==> src/rtl/matrix_feeder.sv <==
// ============================================================================
// Module   : matrix_feeder
// Purpose  : Buffers an upstream byte stream and delivers it to a matrix
//            multiplier, one BYTES_PER_MAT-byte X matrix per start pulse.
//            Optional macro MATRIX_FEEDER_STATS_EN enables the mat_cnt counter.
// Revision : 1.0 - initial release
// ============================================================================
`default_nettype none

module matrix_feeder #(
  parameter int BYTES_PER_MAT = 32,
  parameter int FIFO_DEPTH    = 64
) (
  input  logic       clk,
  input  logic       rst,
  input  logic       s_valid,
  input  logic [7:0] s_data,
  output logic       s_ready,
  input  logic       finish,
  output logic       start_in,
  output logic       valid_input,
  output logic [7:0] X_load,
  output logic       busy,
  output logic [7:0] mat_cnt
);

  localparam int AW = (FIFO_DEPTH > 1) ? $clog2(FIFO_DEPTH) : 1;
  localparam int CW = (BYTES_PER_MAT > 1) ? $clog2(BYTES_PER_MAT) : 1;

  localparam logic [AW:0]   c_FULL      = (AW+1)'(FIFO_DEPTH);
  localparam logic [AW:0]   c_MAT_BYTES = (AW+1)'(BYTES_PER_MAT);
  localparam logic [AW:0]   c_CNT_ONE   = (AW+1)'(1);
  localparam logic [AW-1:0] c_PTR_ONE   = AW'(1);
  localparam logic [CW-1:0] c_LAST      = CW'(BYTES_PER_MAT - 1);
  localparam logic [CW-1:0] c_BYTE_ONE  = CW'(1);

  typedef enum logic [1:0] {
    S_IDLE     = 2'd0,
    S_START    = 2'd1,
    S_STREAM   = 2'd2,
    S_WAIT_FIN = 2'd3
  } state_t;

  state_t          r_state;
  state_t          w_next;
  logic [7:0]      r_mem [FIFO_DEPTH];
  logic [AW-1:0]   r_wr_ptr;
  logic [AW-1:0]   r_rd_ptr;
  logic [AW:0]     r_count;
  logic [CW-1:0]   r_byte_cnt;
  logic            r_start_in;
  logic            r_valid;
  logic [7:0]      r_x_load;
  logic            w_push;
  logic            w_pop;

  // Full is judged on stored occupancy alone, so a same-cycle pop never
  // opens the input while the buffer is at capacity.
  assign s_ready     = (r_count != c_FULL);
  assign w_push      = s_valid & s_ready;
  assign start_in    = r_start_in;
  assign valid_input = r_valid;
  assign X_load      = r_x_load;
  assign busy        = (r_state != S_IDLE);

  always_comb begin
    w_next = r_state;
    w_pop  = 1'b0;
    case (r_state)
      S_IDLE: begin
        if (r_count >= c_MAT_BYTES) w_next = S_START;
      end
      S_START: begin
        w_next = S_STREAM;
        w_pop  = 1'b1;
      end
      S_STREAM: begin
        if (r_byte_cnt == c_LAST) w_next = S_WAIT_FIN;
        else                      w_pop  = 1'b1;
      end
      S_WAIT_FIN: begin
        if (finish) w_next = S_IDLE;
      end
      default: w_next = S_IDLE;
    endcase
  end

  always_ff @(posedge clk or posedge rst) begin
    if (rst) begin
      r_state    <= S_IDLE;
      r_byte_cnt <= '0;
    end else begin
      r_state <= w_next;
      if (r_state == S_STREAM && r_byte_cnt != c_LAST) r_byte_cnt <= r_byte_cnt + c_BYTE_ONE;
      else                                             r_byte_cnt <= '0;
    end
  end

  always_ff @(posedge clk) begin
    if (w_push) r_mem[r_wr_ptr] <= s_data;
  end

  always_ff @(posedge clk or posedge rst) begin
    if (rst) begin
      r_wr_ptr <= '0;
      r_rd_ptr <= '0;
      r_count  <= '0;
    end else begin
      if (w_push) r_wr_ptr <= r_wr_ptr + c_PTR_ONE;
      if (w_pop)  r_rd_ptr <= r_rd_ptr + c_PTR_ONE;
      case ({w_push, w_pop})
        2'b10:   r_count <= r_count + c_CNT_ONE;
        2'b01:   r_count <= r_count - c_CNT_ONE;
        default: r_count <= r_count;
      endcase
    end
  end

  // Outputs are registered from the next state so they line up with it.
  always_ff @(posedge clk or posedge rst) begin
    if (rst) begin
      r_start_in <= 1'b0;
      r_valid    <= 1'b0;
      r_x_load   <= 8'd0;
    end else begin
      r_start_in <= (w_next == S_START);
      r_valid    <= w_pop;
      r_x_load   <= w_pop ? r_mem[r_rd_ptr] : 8'd0;
    end
  end

`ifdef MATRIX_FEEDER_STATS_EN
  logic [7:0] r_mat_cnt;

  always_ff @(posedge clk or posedge rst) begin
    if (rst) begin
      r_mat_cnt <= 8'd0;
    end else if (r_state == S_STREAM && w_next == S_WAIT_FIN) begin
      r_mat_cnt <= r_mat_cnt + 8'd1;
    end
  end

  assign mat_cnt = r_mat_cnt;
`else
  assign mat_cnt = 8'd0;
`endif

endmodule

`default_nettype wire

==> config.mk <==
export PLATFORM = sky130hd
export DESIGN_NAME = matrix_feeder
export DESIGN_NICKNAME = d
export VERILOG_FILES = /design/src/rtl/matrix_feeder.sv
export SDC_FILE = /design/constraint.sdc
export NUM_CORES = 1
export LEC_CHECK = 0
export ABC_AREA = 1
export BUFFER_PORTS_ARGS = -buffer_cell sky130_fd_sc_hd__buf_2
export CAP_MARGIN = 15
export CORE_ASPECT_RATIO = 1.5
export CORE_UTILIZATION = 65
export DETAILED_ROUTE_END_ITERATION = 16
export PLACE_DENSITY = 0.8
export SLEW_MARGIN = 15
export SYNTH_ARGS = -nofsm -noshare
export SYNTH_HDL_FRONTEND = slang
export SYNTH_SLANG_ARGS = --single-unit
==> constraint.sdc <==
create_clock -name clk -period 4.5 [get_ports clk]
set_clock_uncertainty 0.1 [all_clocks]
set_input_delay 0.9 -clock clk [delete_from_list [all_inputs] [get_ports clk]]
set_output_delay 0.9 -clock clk [all_outputs]
set_load 0.01 [all_outputs]
* Yosys cells after proc, flatten, opt, wreduce, memory -nomap -nowiden
Memory sizes are Yosys's and may differ from the RTL's.
Cells that the tools add are included.
** Storage, ports and cells
- Bits in registers :: 36
- Bits in writable memories :: 512
- Input port bits :: 12
- Output and inout bits :: 20
- Memories kept :: 1
** Memory list
- r_mem :: depth 64, bits a word 8, read ports 1, clocked after Yosys merged registers in 0, write ports 1, RTL line 46 : logic [7:0] r_mem [FIFO_DEPTH];
** Operators by class
- Add/subtract/negate cells :: 5
- Order comparisons :: 1
- Equal/unequal tests :: 9
- Muxes and demuxes :: 11
- Bitwise gates (word level) :: 1
- Reduce and logical (&&, ||, !) cells :: 4
** Operator list (count)
- 7-bit one-hot mux with 2 select lines :: 1
- 6-bit by 1-bit adder with 6-bit output, second input constant :: 2
- 8-bit 2-to-1 mux :: 1
- 2-bit one-hot mux with 4 select lines :: 1
- 7-bit by 1-bit adder with 7-bit output, second input constant :: 1
- 7-bit by 6-bit greater-or-equal comparator with 1-bit output, second input constant :: 1
- 7-bit inequality test, second input constant :: 1
- 7-bit by 1-bit subtractor with 7-bit output, second input constant :: 1
- 2-bit by 1-bit equality test with 1-bit output, second input constant :: 3
- 2-bit equality test, second input constant :: 3
- 2-bit 2-to-1 mux :: 3
- 5-bit by 1-bit adder with 5-bit output, second input constant :: 1
- 5-bit equality test, second input constant :: 1
- 5-bit 2-to-1 mux :: 1
- 5-bit inequality test, second input constant :: 1
- 2-bit nonzero test :: 2
- 1-bit 2-to-1 mux :: 3
- 2-bit logical NOT :: 1
- 1-bit one-hot mux with 2 select lines :: 1
- 1-bit bitwise AND :: 1
- 1-bit logical AND :: 1

* Longest topological paths before layout
- Word-level depth :: 5
- Gate-level depth with buffers :: 19
- Depth with buffers taken out :: 18

* Least setup slack after synthesis
Ideal clock, no wire load.
- Path type :: register -> register
- Start :: register r_byte_cnt[0]
- End :: register r_count[6]
- Setup time :: 0.126 ns
- Data arrival time :: 2.370 ns
- Data required time :: 4.274 ns
- Slack :: 1.904 ns
- Stages on the path, launching flop included :: 19
- Path buffers :: 1
- Period minus slack after synthesis :: 2.596 ns
- Path through :: dfrtp_1 > ha_1 > nand2_1 > nor2_1 > ha_1 > nor2_1 > o21ai_0 > inv_1 > ha_1 > buf_2 > xor2_1 > ha_1 > inv_1 > nand2_1 > nand3_1 > nand4_1 > nand2_1 > nand2_1 > o21ai_0
** Between the ends
- Longest elaborated chain between the ends :: 5
** RTL lines
- start: declaration :: RTL line 50 : logic [CW-1:0] r_byte_cnt;
- start signal: assignment :: RTL line 94 : if (r_state == S_STREAM && r_byte_cnt != c_LAST) r_byte_cnt <= r_byte_cnt + c_BYTE_ONE;
- 5-bit equality test * :: RTL line 78 : if (r_byte_cnt == c_LAST) w_next = S_WAIT_FIN;
- 1-bit 2-to-1 mux * :: RTL line 78
- 1-bit one-hot mux with 2 select lines * :: RTL line 69 : case (r_state)
- named net w_pop :: RTL line 55 : logic w_pop;
- 2-bit by 1-bit equality test with 1-bit output or 2-bit equality test (tied branches) :: RTL line 111 : case ({w_push, w_pop})
- 7-bit one-hot mux with 2 select lines or 2-bit nonzero test (tied branches)
- end signal: assignment :: RTL line 112 : 2'b10: r_count <= r_count + c_CNT_ONE;
- end signal: assignment :: RTL line 113 : 2'b01: r_count <= r_count - c_CNT_ONE;
- end signal: assignment :: RTL line 114 : default: r_count <= r_count;
- end: declaration :: RTL line 49 : logic [AW:0] r_count;
Mark *: on every way through the listed nets, which the timed path passes. The rest lies on a longest branch.
A chain may end at the register's enable or synchronous reset.

* Worst setup path after layout
- Start :: register r_rd_ptr[1]
- End :: register r_x_load[4], in the netlist X_load[4]
** Between the ends
- Longest elaborated chain between the ends :: 2
** RTL lines
- start: declaration :: RTL line 48 : logic [AW-1:0] r_rd_ptr;
- start signal: assignment :: RTL line 110 : if (w_pop) r_rd_ptr <= r_rd_ptr + c_PTR_ONE;
- memory read 64 x 8 bit
- 8-bit 2-to-1 mux :: RTL line 128 : r_x_load <= w_pop ? r_mem[r_rd_ptr] : 8'd0;
- end signal: assignment :: RTL line 128
- end: declaration :: RTL line 53 : logic [7:0] r_x_load;
Every way passes these cells.

==> summary.md <==
| Metric | Value |
|---|---|
| Crit share post-route | 0.7388 |
| Synth Area per Inst | around 11 um^2 |
| CP Launch Type | flop |
| Max Transition Viols Final | 0 |
| Post-cts resize count | 0 |
| Min-delay worst type | input port to async pin |
| Fin nets | 2213 |
| Total power | roughly 0.015 W |
| # port buffers | 23 |
| Status | completed |
| Initial DRC Count | approximately 2000 |
| First-pass GRT wire length | about 86000 um |
| Crit path capture type | flop |
| Clk buf depth | 3 |
| Drt total wl | between 50000 and 60000 um |
| Placed cell area | about 0.024 mm^2 |
| Final GP Congestion | just under 1 |
| Setup TNS | 0 ns |
| CTS tree | done |
| Mapped Area | around 0.024 mm^2 |
| Hold Buf Count CTS | 0 |
| Core Region | 0.03584 mm^2 |
| Yosys warnings | 0 |
| Fin util | 0.7068 |
| Cell Pwr Density | a little over 600 mW/mm^2 |
| Critical path arrival | 3.73 ns |
| Worst-Skew Late Latency | roughly 0.58 ns |
| Design area | between 0.02 and 0.03 mm^2 |
| DRT Pass-1 Iters | 8 |
| Most frequent cells in the layout | 637 x nand2_1, 512 x edfxtp_1, 289 x nand3_1 |
| Vias in the first global route | ~16000 |
| Number of vias per cell | around 5.9 |
| Via Count | about 16000 |
| Largest net degree at the start of global routing | 137 |
| Most common cell after layout, fill and taps aside | nand2_1 |
| Area grow syn2layout | 7.212% |
| Detailed placement HPWL | 33430 um |
| Total CTS buffers | 47 |
| Max rail drop VDD | between 0.5 and 0.6 mV |
| #FFs+latches synth | between 500 and 600 |
| Rows | 85 |
| Post-DRT Antenna Nets | 0 |
| Max-Cap Viols | 0 |
| Peak Freq | about 300 MHz |
| WP data required | a little under 5 ns |
| Gr usage total | 0.3156 |
| Instance count of the mapped netlist | around 2200 |
| Final setup vio count | 0 |
| Fraction of layout cells with a size suffix above 1 | 0.05348 |
| Ports | 32 |
| Clk root buf | clkbuf_16 |
| Min Tclk post-route | between 3 and 4 ns |
| H-tree level count | 2 |
| Clk slew on worst S/H paths | ~0.07 ns |
| Die Footprint | around 0.037 mm^2 |
| Initial antenna violation count | 0 |
| Yosys cell types | 37 |
| Setup CP Type | flop to flop |
| Starting Density | 0.6593 |
| RSZ-0062 raised after global routing | false |
| Leakage | 9.991 nW |
| Post-CTS setup repair buffer count | 0 |
| Worst slew pin tran | about 1.2 ns |
| Die Span X | 157.7 um |
| Grt ovf | 0 |
| Clock Sinks | approximately 550 |
| Fin. Hold Viols | 0 |
| Crit Path Max Fanout | 65 |
| Die H | about 240 um |
| Crit. Startpoint | r_rd_ptr[1] |
| Remaining DRCs | 0 |
| Worst R2R Start | r_rd_ptr[1] |
| Fillers | about 2400 |
| Average routed wire per standard cell | approximately 21 um |
| Max_slew headroom | 0.2104 |
| Antenna Cells | 0 |
| Post-synthesis sequential area ratio | 0.6888 |
## per-layer routing
metal | GRT usage | vias up | share of wire
li1 | - | 7257 | -
met4 | 0.1853 | 0 | 0.057
met2 | 0.5178 | 993 | 0.49
met5 | 0 | - | 0
met3 | 0.04510 | 209 | 0.090
met1 | 0.3990 | 7589 | 0.36
## layout make-up
type                       count  area (um^2)  share of cell area
sequential                   548        16280              0.6428
multi-input combinational   1330         5769              0.2277
clock buffer                  67         1324             0.05225
inverter                     221        835.8             0.03299
tap                          478        598.1             0.02361
timing repair buffer          40        295.3             0.01166
clock inverter                19        227.7            0.008989
## report_power, final
group	switching (W)	internal [W]
combinational	0.00375	0.00143
sequential	0.000306	0.00585
clock	0.00176	0.00234
total	0.00581	0.00962
## flip-flops by register name, indices dropped and copies added (netlist names)
name	flops
r_mem	512
X_load	8
r_count	7
r_rd_ptr	6
r_wr_ptr	6
r_byte_cnt	5
r_state	2
start_in	1
valid_input	1
## synthesized netlist by cell type (all sizes together)
cell | count | area share
and2 | 1 | 0.00026
a31oi | 1 | 0.00026
a311oi | 1 | 0.00037
o31ai | 1 | 0.00032
clkbuf | 24 | 0.0038
nand4 | 6 | 0.0019
clkinv | 3 | 0.00053
nand3 | 290 | 0.062
and3 | 8 | 0.0021
buf | 92 | 0.029
xnor2 | 4 | 0.0015
nand2 | 639 | 0.10
nor3 | 4 | 0.00085
ha | 13 | 0.0069
nor2 | 225 | 0.036
nor4 | 1 | 0.00026
o22ai | 1 | 0.00026
xor2 | 11 | 0.0041
dfrtp | 36 | 0.038
nor3b | 1 | 0.00032
a21oi | 37 | 0.0078
inv | 218 | 0.035
edfxtp | 512 | 0.65
conb | 1 | 0.00016
o21ai | 78 | 0.017
## critical path, stage by stage, from the launching register on
cell	delay, ns
dfrtp_4	0.77
buf_4	0.59
buf_4	0.66
nand3_1	0.24
nand3_1	0.20
nand3_1	0.09
nand2_1	0.16
nand3_1	0.19
a21oi_1	0.20
## cells by family (layout without fill, tap and decap cells)
logic type,Yosys count,in the layout,synth area share
AOI/OAI and AO/OA,119,119,0.02558
DFF,548,548,0.6888
and+or+nand+nor,1175,1175,0.2049
other,1,8,0.0001587
adders and majority gates,13,13,0.006884
xor gates and xnor gates,15,15,0.005560
buffers and inverters,337,347,0.06815
## worst paths after layout
check / end / slack (ns) / depth (start not counted)
setup / recovery: X_load[4] / 1.18 / 8
hold / removal: r_wr_ptr[0] / 0.35 / 3
setup reg to reg: X_load[4] / 1.18 / 8
hold reg to reg: r_byte_cnt[0] / 0.37 / 1
max in group asynchronous: r_rd_ptr[0] / 3.55 / 3
min in group clk: r_byte_cnt[0] / 0.37 / 1
## stage by stage
stage                     setup slack [ns]  hold WS (ns)  std cells
after CTS                            1.277        0.3429       2703
final                                1.176        0.3473       2703
after detailed placement             1.124        0.3626       2617
after floorplan                      1.904        0.3305       2215
after global placement               1.253        0.3416       2617
after global routing                0.8590        0.3876       2703
Power figures use the tool's default switching activity.
